--- src/rtl/div_32b_unsigned_if.sv ---
// rtl/div_32b_unsigned_if.sv - start/operand/result bundle between the AU decoder and the divider
interface div_32b_unsigned_if;
    logic        start;
    logic [31:0] a;
    logic [31:0] b;
    logic        busy;
    logic        done;
    logic [31:0] hi;
    logic [31:0] lo;
    logic        zero;
    logic        dbz;

    modport master (output start, a, b, input busy, done, hi, lo, zero, dbz);
    modport slave  (input start, a, b, output busy, done, hi, lo, zero, dbz);
endinterface

--- src/rtl/div_32b_unsigned.sv ---
// rtl/div_32b_unsigned.sv - 32-bit unsigned restoring divider, hi=remainder lo=quotient
// Optional: DIV_ZERO_DETECT_EN short-circuits b==0 to a one-cycle result with dbz set.
module div_32b_unsigned (
    input  logic                  clk,
    input  logic                  rst,
    div_32b_unsigned_if.slave     bus
);
    typedef enum logic [1:0] {S_IDLE, S_RUN, S_DONE} state_t;

    state_t      state, state_nx;
    logic [32:0] rem;
    logic [31:0] quo;
    logic [31:0] dvs;
    logic [5:0]  cnt;
    logic [31:0] hi_q;
    logic [31:0] lo_q;
    logic        zero_q;
    logic        dbz_q;

    logic        accept;
    logic        last;
    logic        b_is_zero;
    logic [32:0] trial;
    logic [32:0] diff;
    logic        ge;
    logic [32:0] rem_nx;
    logic [31:0] quo_nx;
    logic        unused_rem_msb;

    // T can reach 2*D-1, so the compare and subtract are done at 33 bits.
    assign trial  = {rem[31:0], quo[31]};
    assign ge     = trial >= {1'b0, dvs};
    assign diff   = trial - {1'b0, dvs};
    assign rem_nx = ge ? diff : trial;
    assign quo_nx = {quo[30:0], ge};
    assign last   = (cnt == 6'd31);
    assign accept = (state != S_RUN) && bus.start;
    assign b_is_zero = (bus.b == 32'd0);
    assign unused_rem_msb = rem[32];

    always_ff @(posedge clk or posedge rst) begin
        if (rst) state <= S_IDLE;
        else     state <= state_nx;
    end

    always_comb begin
        state_nx = state;
        case (state)
            S_IDLE, S_DONE: begin
                if (bus.start) begin
`ifdef DIV_ZERO_DETECT_EN
                    state_nx = b_is_zero ? S_DONE : S_RUN;
`else
                    state_nx = S_RUN;
`endif
                end else begin
                    state_nx = S_IDLE;
                end
            end
            S_RUN:   if (last) state_nx = S_DONE;
            default: state_nx = S_IDLE;
        endcase
    end

    always_ff @(posedge clk or posedge rst) begin
        if (rst) begin
            rem    <= 33'd0;
            quo    <= 32'd0;
            dvs    <= 32'd0;
            cnt    <= 6'd0;
            hi_q   <= 32'd0;
            lo_q   <= 32'd0;
            zero_q <= 1'b1;
            dbz_q  <= 1'b0;
        end else if (accept) begin
            rem   <= 33'd0;
            quo   <= bus.a;
            dvs   <= bus.b;
            cnt   <= 6'd0;
            dbz_q <= 1'b0;
`ifdef DIV_ZERO_DETECT_EN
            if (b_is_zero) begin
                hi_q   <= bus.a;
                lo_q   <= 32'hFFFF_FFFF;
                zero_q <= 1'b0;
                dbz_q  <= 1'b1;
            end
`endif
        end else if (state == S_RUN) begin
            rem <= rem_nx;
            quo <= quo_nx;
            cnt <= cnt + 6'd1;
            if (last) begin
                hi_q   <= rem_nx[31:0];
                lo_q   <= quo_nx;
                zero_q <= (quo_nx == 32'd0);
            end
        end
    end

    assign bus.busy = (state == S_RUN);
    assign bus.done = (state == S_DONE);
    assign bus.hi   = hi_q;
    assign bus.lo   = lo_q;
    assign bus.zero = zero_q;
`ifdef DIV_ZERO_DETECT_EN
    assign bus.dbz  = dbz_q;
`else
    assign bus.dbz  = 1'b0;
`endif
endmodule

--- src/flat_wrapper.sv ---
// flat-port wrapper written by rule: the top's interface ports become plain ports
module div_32b_unsigned_flat 
  (clk, rst, bus_start, bus_a, bus_b, bus_busy, bus_done, bus_hi, bus_lo, bus_zero, bus_dbz);
  div_32b_unsigned_if bus_i ();
  input  logic clk;
  input  logic rst;
  input wire logic [$bits(bus_i.start)-1:0] bus_start;
  input wire logic [$bits(bus_i.a)-1:0] bus_a;
  input wire logic [$bits(bus_i.b)-1:0] bus_b;
  output wire logic [$bits(bus_i.busy)-1:0] bus_busy;
  output wire logic [$bits(bus_i.done)-1:0] bus_done;
  output wire logic [$bits(bus_i.hi)-1:0] bus_hi;
  output wire logic [$bits(bus_i.lo)-1:0] bus_lo;
  output wire logic [$bits(bus_i.zero)-1:0] bus_zero;
  output wire logic [$bits(bus_i.dbz)-1:0] bus_dbz;
  assign bus_i.start = bus_start;
  assign bus_i.a = bus_a;
  assign bus_i.b = bus_b;
  assign bus_busy = bus_i.busy;
  assign bus_done = bus_i.done;
  assign bus_hi = bus_i.hi;
  assign bus_lo = bus_i.lo;
  assign bus_zero = bus_i.zero;
  assign bus_dbz = bus_i.dbz;
  div_32b_unsigned u_core (.clk(clk), .rst(rst), .bus(bus_i));
endmodule
--- config.mk ---
export PLATFORM = sky130hd
export DESIGN_NAME = div_32b_unsigned_flat
export DESIGN_NICKNAME = d
export VERILOG_FILES = /design/src/rtl/div_32b_unsigned_if.sv /design/src/rtl/div_32b_unsigned.sv /design/src/flat_wrapper.sv
export SDC_FILE = /design/constraint.sdc
export NUM_CORES = 1
export LEC_CHECK = 0
export ABC_AREA = 1
export CORE_UTILIZATION = 50
export DETAILED_ROUTE_END_ITERATION = 8
export PLACE_DENSITY = 0.79
export REMOVE_ABC_BUFFERS = 1
export SYNTH_ARGS = -nofsm -noshare
export SYNTH_HDL_FRONTEND = slang
export SYNTH_SLANG_ARGS = --single-unit
--- constraint.sdc ---
create_clock -name clk -period 5.6 [get_ports clk]
set_clock_uncertainty 0.2 [all_clocks]
set_input_delay 0.56 -clock clk [delete_from_list [all_inputs] [get_ports clk]]
set_output_delay 0.56 -clock clk [all_outputs]
set_load 0.05 [all_outputs]
# After elaboration in Yosys (flattened, before gate mapping)
# Cells that the tools add are included.
# W data, S select, Z words.
[word_totals]
ff_bits = 169
output_inout_bits = 68
word_cells = 33
[op_classes]
n_addsub = 2
order_cmp = 1
n_eq_ne = 5
n_mux = 10
bitwise = 1
n_reduce_logical = 6
[op_table]
columns = ["operator", "count"]
rows = [
  ["$mux W32", 5],
  ["$ge A33 B32 Y1", 1],
  ["$logic_not A32 Y1", 1],
  ["$sub A32 B32 Y32", 1],
  ["$mux W6", 2],
  ["$add A6 B1 Y6 const B", 1],
  ["$eq A6 B5 Y1 const B", 1],
  ["$ne A2 B1 Y1 const B", 2],
  ["$pmux W2 S2", 1],
  ["$reduce_and A3 Y1", 1],
  ["$eq A2 B1 Y1 const B", 1],
  ["$eq A2 B2 Y1 const B", 1],
  ["$logic_not A2 Y1", 1],
  ["$mux W2", 1],
  ["$reduce_bool A2 Y1", 1],
  ["$reduce_or A2 Y1", 1],
  ["$logic_and A1 B1 Y1", 1],
  ["$mux W1", 1],
  ["$not A1 Y1", 1],
]

# Logic depth before layout (Yosys ltp)
# Gate-level depths: netlist (run 1).
[logic_depth]
depth_word = 4
mapped_depth = 17

# Worst setup path after synthesis (run 1)
# No wires, ideal clock.
[synth_timing]
path_type = "flip-flop to flip-flop"
from = "register u_core.rem[23]"
to = "register u_core.rem[14]"
setup_ns = 0.118
arrival_ns = 1.813
t_required_ns = 5.282
setup_slack_ns = 3.469
stages_incl_launch_ff = 17
path_buffers = 1
cell_sequence = "dfrtp_1 -> ha_1 -> nand2_1 -> inv_1 -> nand2_1 -> nand2_1 -> inv_1 -> nand2_1 -> a21oi_1 -> nand2_2 -> nand2_4 -> nand2_4 -> buf_6 -> nand2_1 -> nand2_1 -> nand2_1 -> nand2_1"
[synth_via]
elab_chain_len = 4
[synth_rtl]
columns = ["element", "line", "source"]
rows = [
  ["start: declaration", "div_32b_unsigned.sv:11", "logic [32:0] rem;"],
  ["start signal: assignment", "div_32b_unsigned.sv:90", "rem <= rem_nx;"],
  ["$ge A33 B32 Y1", "div_32b_unsigned.sv:32", "assign ge = trial >= {1'b0, dvs};"],
  ["$mux W32", "div_32b_unsigned.sv:34", "assign rem_nx = ge ? diff : trial;"],
  ["$mux W32", "div_32b_unsigned.sv:89", "end else if (state == S_RUN) begin"],
  ["$mux W32", "div_32b_unsigned.sv:75", "end else if (accept) begin"],
]
# Every way passes these cells. The select of a mux whose other input is x is not followed.
# A chain may end at the register's enable or synchronous reset.

# Worst setup path after layout (run 1)
[layout_timing]
from = "register u_core.rem[25]"
to = "register u_core.hi_q[28] (netlist: u_core.bus.hi[28])"
[layout_via]
elab_chain_len = 2
elab_cells_between_ends = 3
classes_between = "add/sub: 1; order compare: 1; mux: 1"
[layout_rtl]
columns = ["element", "line", "source"]
rows = [
  ["$sub A32 B32 Y32 or $ge A33 B32 Y1 (tied branches)", "div_32b_unsigned.sv:33, div_32b_unsigned.sv:32", ""],
  ["$mux W32 *", "div_32b_unsigned.sv:34", ""],
  ["end signal: assignment", "div_32b_unsigned.sv:94", "hi_q <= rem_nx[31:0];"],
  ["end: declaration", "div_32b_unsigned.sv:15", "logic [31:0] hi_q;"],
]
# Mark *: on every way between the ends. The rest lies on a longest branch, timed or not.

==> flow_metrics.env, run 1 <==
export IMPL_outcome="finished clean"
export IMPL_layout_nets=1550
export IMPL_cts_buffer_depth=2
export IMPL_endpoint_kind="flop"
export IMPL_regToRegSetupSlack_ns=2.39
export IMPL_preCtsSetupSlack_ns=2.51
export IMPL_holdBufCountCts=0
export IMPL_yosysUniqueCellTypes=38
export IMPL_maxSlewViolCount=0
export IMPL_core_area_sq_um=18700
export IMPL_drive_gt1_frac=0.0404
export IMPL_fin_tns_setup_ns=0
export IMPL_cp_endpoint="u_core.bus.hi[28]$_DFFE_PP0P_"
export IMPL_worst_pin_slew_ns=1.22
export IMPL_crit_fanout=34
export IMPL_clkTransAtPathRegs_ns=0.08
export IMPL_start_util=0.512
export IMPL_first_global_vias=8451
export IMPL_finalHoldViolCount=0
export IMPL_synth_most_common_cell="nand2_1"
export IMPL_post_cts_buffers=0
export IMPL_drtPass1Iterations=5
export IMPL_dominantRegCellSynth="dfrtp_1"
export IMPL_io_pins=135
export IMPL_synth_edff_count=0
export IMPL_ys_seq_elements=169
export IMPL_vias=8784
export IMPL_via_per_inst=5.18
export IMPL_wl_mm=25.2
export IMPL_yosysSeqAreaShare=0.442
export IMPL_rows=50
export IMPL_die_area_sq_um=19700
export IMPL_n_fill_cell=1707
export IMPL_required_ns=5.73
export IMPL_groute_usage_overall=0.270
export IMPL_cts_sinks=169
export IMPL_grt_overflow_total=0
export IMPL_syn_inst=1335
export IMPL_die_w_um=140
export IMPL_die_h_um=140
export IMPL_worst_setup_path_type="reg2reg"
export IMPL_fmax_mhz=312
export IMPL_wl_per_cell_um=14.9
export IMPL_finalWorstSetupSlack_ns=2.39
export IMPL_crit_arrival_ns=3.33
export IMPL_relSlewSlack=0.189
export IMPL_antennaDiodeCount=0
export IMPL_dp_hpwl_mm=17.7
export IMPL_portBuffers=133
export IMPL_globalplace_congestion=0.887
export IMPL_cts_tree="done"
export IMPL_synth_warnings=0
export IMPL_synthTopCellsByCount="569 x nand2_1, 196 x inv_1, 168 x dfrtp_1"
export IMPL_drt_initial_drc_count=503
export IMPL_synth_area_top_cells="dfrtp_1 44%, nand2_1 22%, inv_1 7.7%"
export IMPL_rr_endpoint="u_core.bus.hi[28]$_DFFE_PP0P_"
export IMPL_yosys_area_top_type="dfrtp_1"
export IMPL_route_detailed_drc=0
export IMPL_finalCriticalPeriod_ns=3.21
export IMPL_async_flop_share=1.00
export IMPL_postRouteAntennaNets=0
export IMPL_cp_start_kind="flop"
export IMPL_avgSynthCellArea_sq_um=7.17
export IMPL_synthesis_area_sq_um=9570
export IMPL_startpoint="u_core.rem[25]$_DFFE_PP0P_"
export IMPL_clock_latency_ns=0.44
export IMPL_area_growth_pct=22.2
export IMPL_synth_top_area_frac=0.439
export IMPL_antenna_found_initial=0
export IMPL_grt_pass1_wl_mm=41.9
export IMPL_root_buffer="clkbuf_16"
export IMPL_rsz0062_at_grt="no"
export IMPL_htreeDepth=4
export IMPL_finalSetupViolCount=0
export IMPL_reg2reg_from="u_core.rem[25]$_DFFE_PP0P_"
export IMPL_ctsResizeCount=0
export IMPL_grt_max_degree=98
export IMPL_maxCapViolations=0
export IMPL_fin_crit_sh=0.572
export IMPL_reg2reg_depth=14
export IMPL_worstHoldPathType="reg2reg"
export IMPL_numCtsBuffers=17
## area by class of cell
| type | instances | area [sq um] | share of cell area |
|---|---|---|---|
| sequential | 169 | 4230 | 0.362 |
| timing repair buffer | 141 | 1390 | 0.119 |
| tap | 234 | 293 | 0.0250 |
| inverter | 199 | 752 | 0.0643 |
| clock inverter | 15 | 210 | 0.0180 |
| multi-input combinational | 921 | 4400 | 0.376 |
| clock buffer | 17 | 425 | 0.0364 |
## registers in the layout, summed over array words and instances, names as in the netlist
signal and count:
u_core.bus.zero 1, u_core.cnt 6, u_core.bus.lo 32, u_core.state 2, u_core.rem 32, u_core.quo 32
u_core.dvs 32, u_core.bus.hi 32
## kinds of logic (layout without fill, tap and decap cells)
group	after synthesis	count (layout)	share of synthesized area
flip-flops	169	169	0.442
AO/OA/AOI/OAI	125	125	0.0790
AND/OR/NAND/NOR	747	747	0.320
buffers and inverters	245	372	0.101
XOR/XNOR	14	14	0.0128
other	1	1	0.000392
adder cells (fa/ha/maj)	34	34	0.0452
## per-stage QoR
step                 util  cells  instance area (sq um)  hold WS (ns)
floorplan               -   1289                   9350         0.248
global placement    0.591   1664                  11100         0.262
detailed placement  0.591   1664                  11100         0.265
CTS                 0.625   1696                  11700         0.284
global route        0.625   1696                  11700         0.302
finish              0.625   1696                  11700         0.280
## how the worst min path moves through the flow
stage | from | endpoint | slack [ns] | cells past startpoint
6_report | u_core.bus.hi[5]$_DFFE_PP0P_ | u_core.bus.hi[5]$_DFFE_PP0P_ | 0.28 | 2
2_1_floorplan | u_core.dvs[0]$_DFFE_PP0P_ | u_core.dvs[0]$_DFFE_PP0P_ | 0.25 | 2
3_3_place_gp | u_core.bus.hi[15]$_DFFE_PP0P_ | u_core.bus.hi[15]$_DFFE_PP0P_ | 0.26 | 2
4_1_cts | u_core.bus.hi[20]$_DFFE_PP0P_ | u_core.bus.hi[20]$_DFFE_PP0P_ | 0.28 | 2
3_5_place_dp | u_core.bus.hi[2]$_DFFE_PP0P_ | u_core.bus.hi[2]$_DFFE_PP0P_ | 0.27 | 2
5_1_grt | u_core.bus.lo[13]$_DFFE_PP0P_ | u_core.bus.lo[13]$_DFFE_PP0P_ | 0.30 | 2
## critical path, stage by stage, from the launching register on
cell and delay (ns):
dfrtp_1 0.41, ha_1 0.35, nand2_1 0.10, nand2_1 0.06, inv_1 0.07, nor2_1 0.04, nor2_1 0.15, o21ai_1 0.11
a21oi_4 0.50, buf_4 0.36, nand2_4 0.28, nand2_1 0.17, nand2_1 0.08, nand2_1 0.07, nand2_1 0.07
## routing by layer
metal  vias up  part of all wire  global-route usage
met1      4071              0.45               0.362
met2       277              0.47               0.451
li1       4408                 -                   -
met4         0             0.015              0.0763
met5         -                 0                   0
met3        28             0.061              0.0451
## cell usage in the layout (no fill, tap or decap), drive strengths merged, types with 2 or more instances in the layout
master         netlist  routed
nand3b              14      14
nand3               77      77
nand2              573     573
dfrtp              168     168
clkdlybuf4s50        0     133
clkinv               0       3
clkinvlp             0       2
and2                 2       2
nor2                49      49
clkbuf              25      17
a21oi               23      23
bufinv               0       3
o21ai               67      67
o221ai              31      31
ha                  33      33
inv                199     206
nor3                12      12
xor2                10      10
nand4               10      10
nor4                 8       8
buf                 21       8
xnor2                4       4
Power of run 1 is left out: the tool's default activity adds up to more than one toggle a clock period on the data nets, which glitch-free logic cannot reach.
==> run 2: changes to the inputs <==
==> constraint.sdc (replaced) <==
create_clock -name clk -period 2.9 [get_ports clk]
set_clock_uncertainty 0.2 [all_clocks]
set_input_delay 0.29 -clock clk [delete_from_list [all_inputs] [get_ports clk]]
set_output_delay 0.29 -clock clk [all_outputs]
set_load 0.05 [all_outputs]
==> flow_metrics.env, run 2 (synthesized netlist as in run 1, its figures left out) <==
export IMPL_route_detailed_drc=0
export IMPL_start_util=0.512
export IMPL_finalSetupViolCount=0
export IMPL_antenna_found_initial=0
export IMPL_grt_use_met3=0.0475
export IMPL_slowest_delay_ns=0.41
export IMPL_rr_endpoint="u_core.rem[6]$_DFFE_PP0P_"
export IMPL_globalplace_congestion=0.913
export IMPL_final_common_cell="nand2_1"
export IMPL_fin_tns_setup_ns=0
export IMPL_crit_slowest_cell="dfrtp_1"
export IMPL_worst_setup_path_type="reg2reg"
export IMPL_placed_area_sq_um=11200
export IMPL_rsz0062_at_grt="no"
export IMPL_die_h_um=140
export IMPL_grt_busiest_layer="met2"
export IMPL_outcome="finished clean"
export IMPL_worstHoldPathType="in2async"
export IMPL_finalCriticalPeriod_ns=2.55
export IMPL_grt_use_met1=0.364
export IMPL_area_growth_pct=23.3
export IMPL_cts_buffer_depth=2
export IMPL_worst_pin_slew_ns=0.952
export IMPL_die_area_sq_um=19700
export IMPL_fmax_mhz=393
export IMPL_cts_tree="done"
export IMPL_grt_pass1_wl_mm=43.1
export IMPL_final_core_utilization=0.631
export IMPL_groute_usage_overall=0.278
export IMPL_ctsResizeCount=0
export IMPL_vias=8884
export IMPL_whs_ns=0.0666
export IMPL_drtPass1Iterations=4
export IMPL_post_cts_buffers=0
export IMPL_clkTransAtPathRegs_ns=0.07
export IMPL_regToRegSetupSlack_ns=0.35
export IMPL_drive_gt1_frac=0.0469
export IMPL_startpoint="u_core.rem[11]$_DFFE_PP0P_"
export IMPL_rows=50
export IMPL_io_pins=135
export IMPL_reg2reg_from="u_core.rem[11]$_DFFE_PP0P_"
export IMPL_stdcell_area_sq_um=11800
export IMPL_root_buffer="clkbuf_16"
export IMPL_cp_depth=14
export IMPL_finalHoldViolCount=0
export IMPL_path_buf_inv=2
export IMPL_crit_family="simple AND/OR/NAND/NOR gates"
export IMPL_portBuffers=133
export IMPL_drt_initial_drc_count=508
export IMPL_via_per_inst=5.21
export IMPL_cp_endpoint="u_core.rem[6]$_DFFE_PP0P_"
export IMPL_dp_hpwl_mm=18.9
export IMPL_core_area_sq_um=18700
export IMPL_clock_latency_ns=0.43
export IMPL_crit_top_cell="nand2_1"
export IMPL_crit_fanout=16
export IMPL_endpoint_kind="flop"
export IMPL_most_common_layout_cells="568 x nand2_1, 195 x inv_1, 168 x dfrtp_1"
export IMPL_cts_sinks=169
export IMPL_holdBufCountCts=0
export IMPL_required_ns=3.02
export IMPL_relSlewSlack=0.365
export IMPL_fin_crit_sh=0.878
export IMPL_maxSlewViolCount=0
export IMPL_use_met2=0.475
export IMPL_wl_per_cell_um=15.2
export IMPL_crit_arrival_ns=2.67
export IMPL_grt_overflow_total=0
export IMPL_first_global_vias=8766
export IMPL_cp_start_kind="flop"
export IMPL_layout_nets=1561
export IMPL_wl_mm=26.0
export IMPL_grt_max_degree=98
export IMPL_maxCapViolations=0
export IMPL_path_cells="ha_1, nand2_1, inv_1, nand2_1, nand2_1, nand2_1, nand2_1, a21oi_1, nand2_2, nand2_4, buf_4, nand3b_1, nand3_1, nand2_1"
export IMPL_htreeDepth=4
export IMPL_numCtsBuffers=17
export IMPL_postRouteAntennaNets=0
export IMPL_die_w_um=140
export IMPL_reg2reg_depth=14
export IMPL_antennaDiodeCount=0
==> run 2: changes by cell type in the layout (fill, tap and decap cells not counted), sizes merged <==
cell / change
clkinvlp: +1
buf: +12
clkbuf: +1
inv: -4
clkinv: +1
clkdlybuf4s50: -1
==> run 2: how the worst min path moves through the flow <==
stage | start | endpoint | cells after the start
final | rst | u_core.dvs[0]$_DFFE_PP0P_ | 2
after global routing | rst | u_core.bus.hi[13]$_DFFE_PP0P_ | 2
after CTS | rst | u_core.bus.hi[16]$_DFFE_PP0P_ | 2
after detailed placement | u_core.bus.zero$_DFFE_PP1P_ | u_core.bus.zero$_DFFE_PP1P_ | 2
after global placement | u_core.bus.hi[14]$_DFFE_PP0P_ | u_core.bus.hi[14]$_DFFE_PP0P_ | 2
after floorplan | bus_b[0] | u_core.dvs[0]$_DFFE_PP0P_ | 2
==> run 2: stage by stage <==
step	setup WS [ns]	instances
final	0.355	1706
after global routing	0.131	1706
after CTS	0.368	1706
after detailed placement	0.380	1675
after global placement	0.404	1675
after floorplan	-2.27	1289
==> run 2: metal layers <==
layer  vias up  part of all wire
met1      4184              0.46
met2       245              0.48
met5         -                 0
li1       4423                 -
met3        32             0.048
met4         0             0.016
==> run 2: cell type report <==
class / count / area, sq um
clock inverter: 13 / 191
sequential: 169 / 4230
fill: 1695 / 6900
inverter: 199 / 752
multi-input combinational: 921 / 4390
clock buffer: 18 / 429
tap: 234 / 293
timing repair buffer: 152 / 1520
Power of run 2 is left out for the same reason.
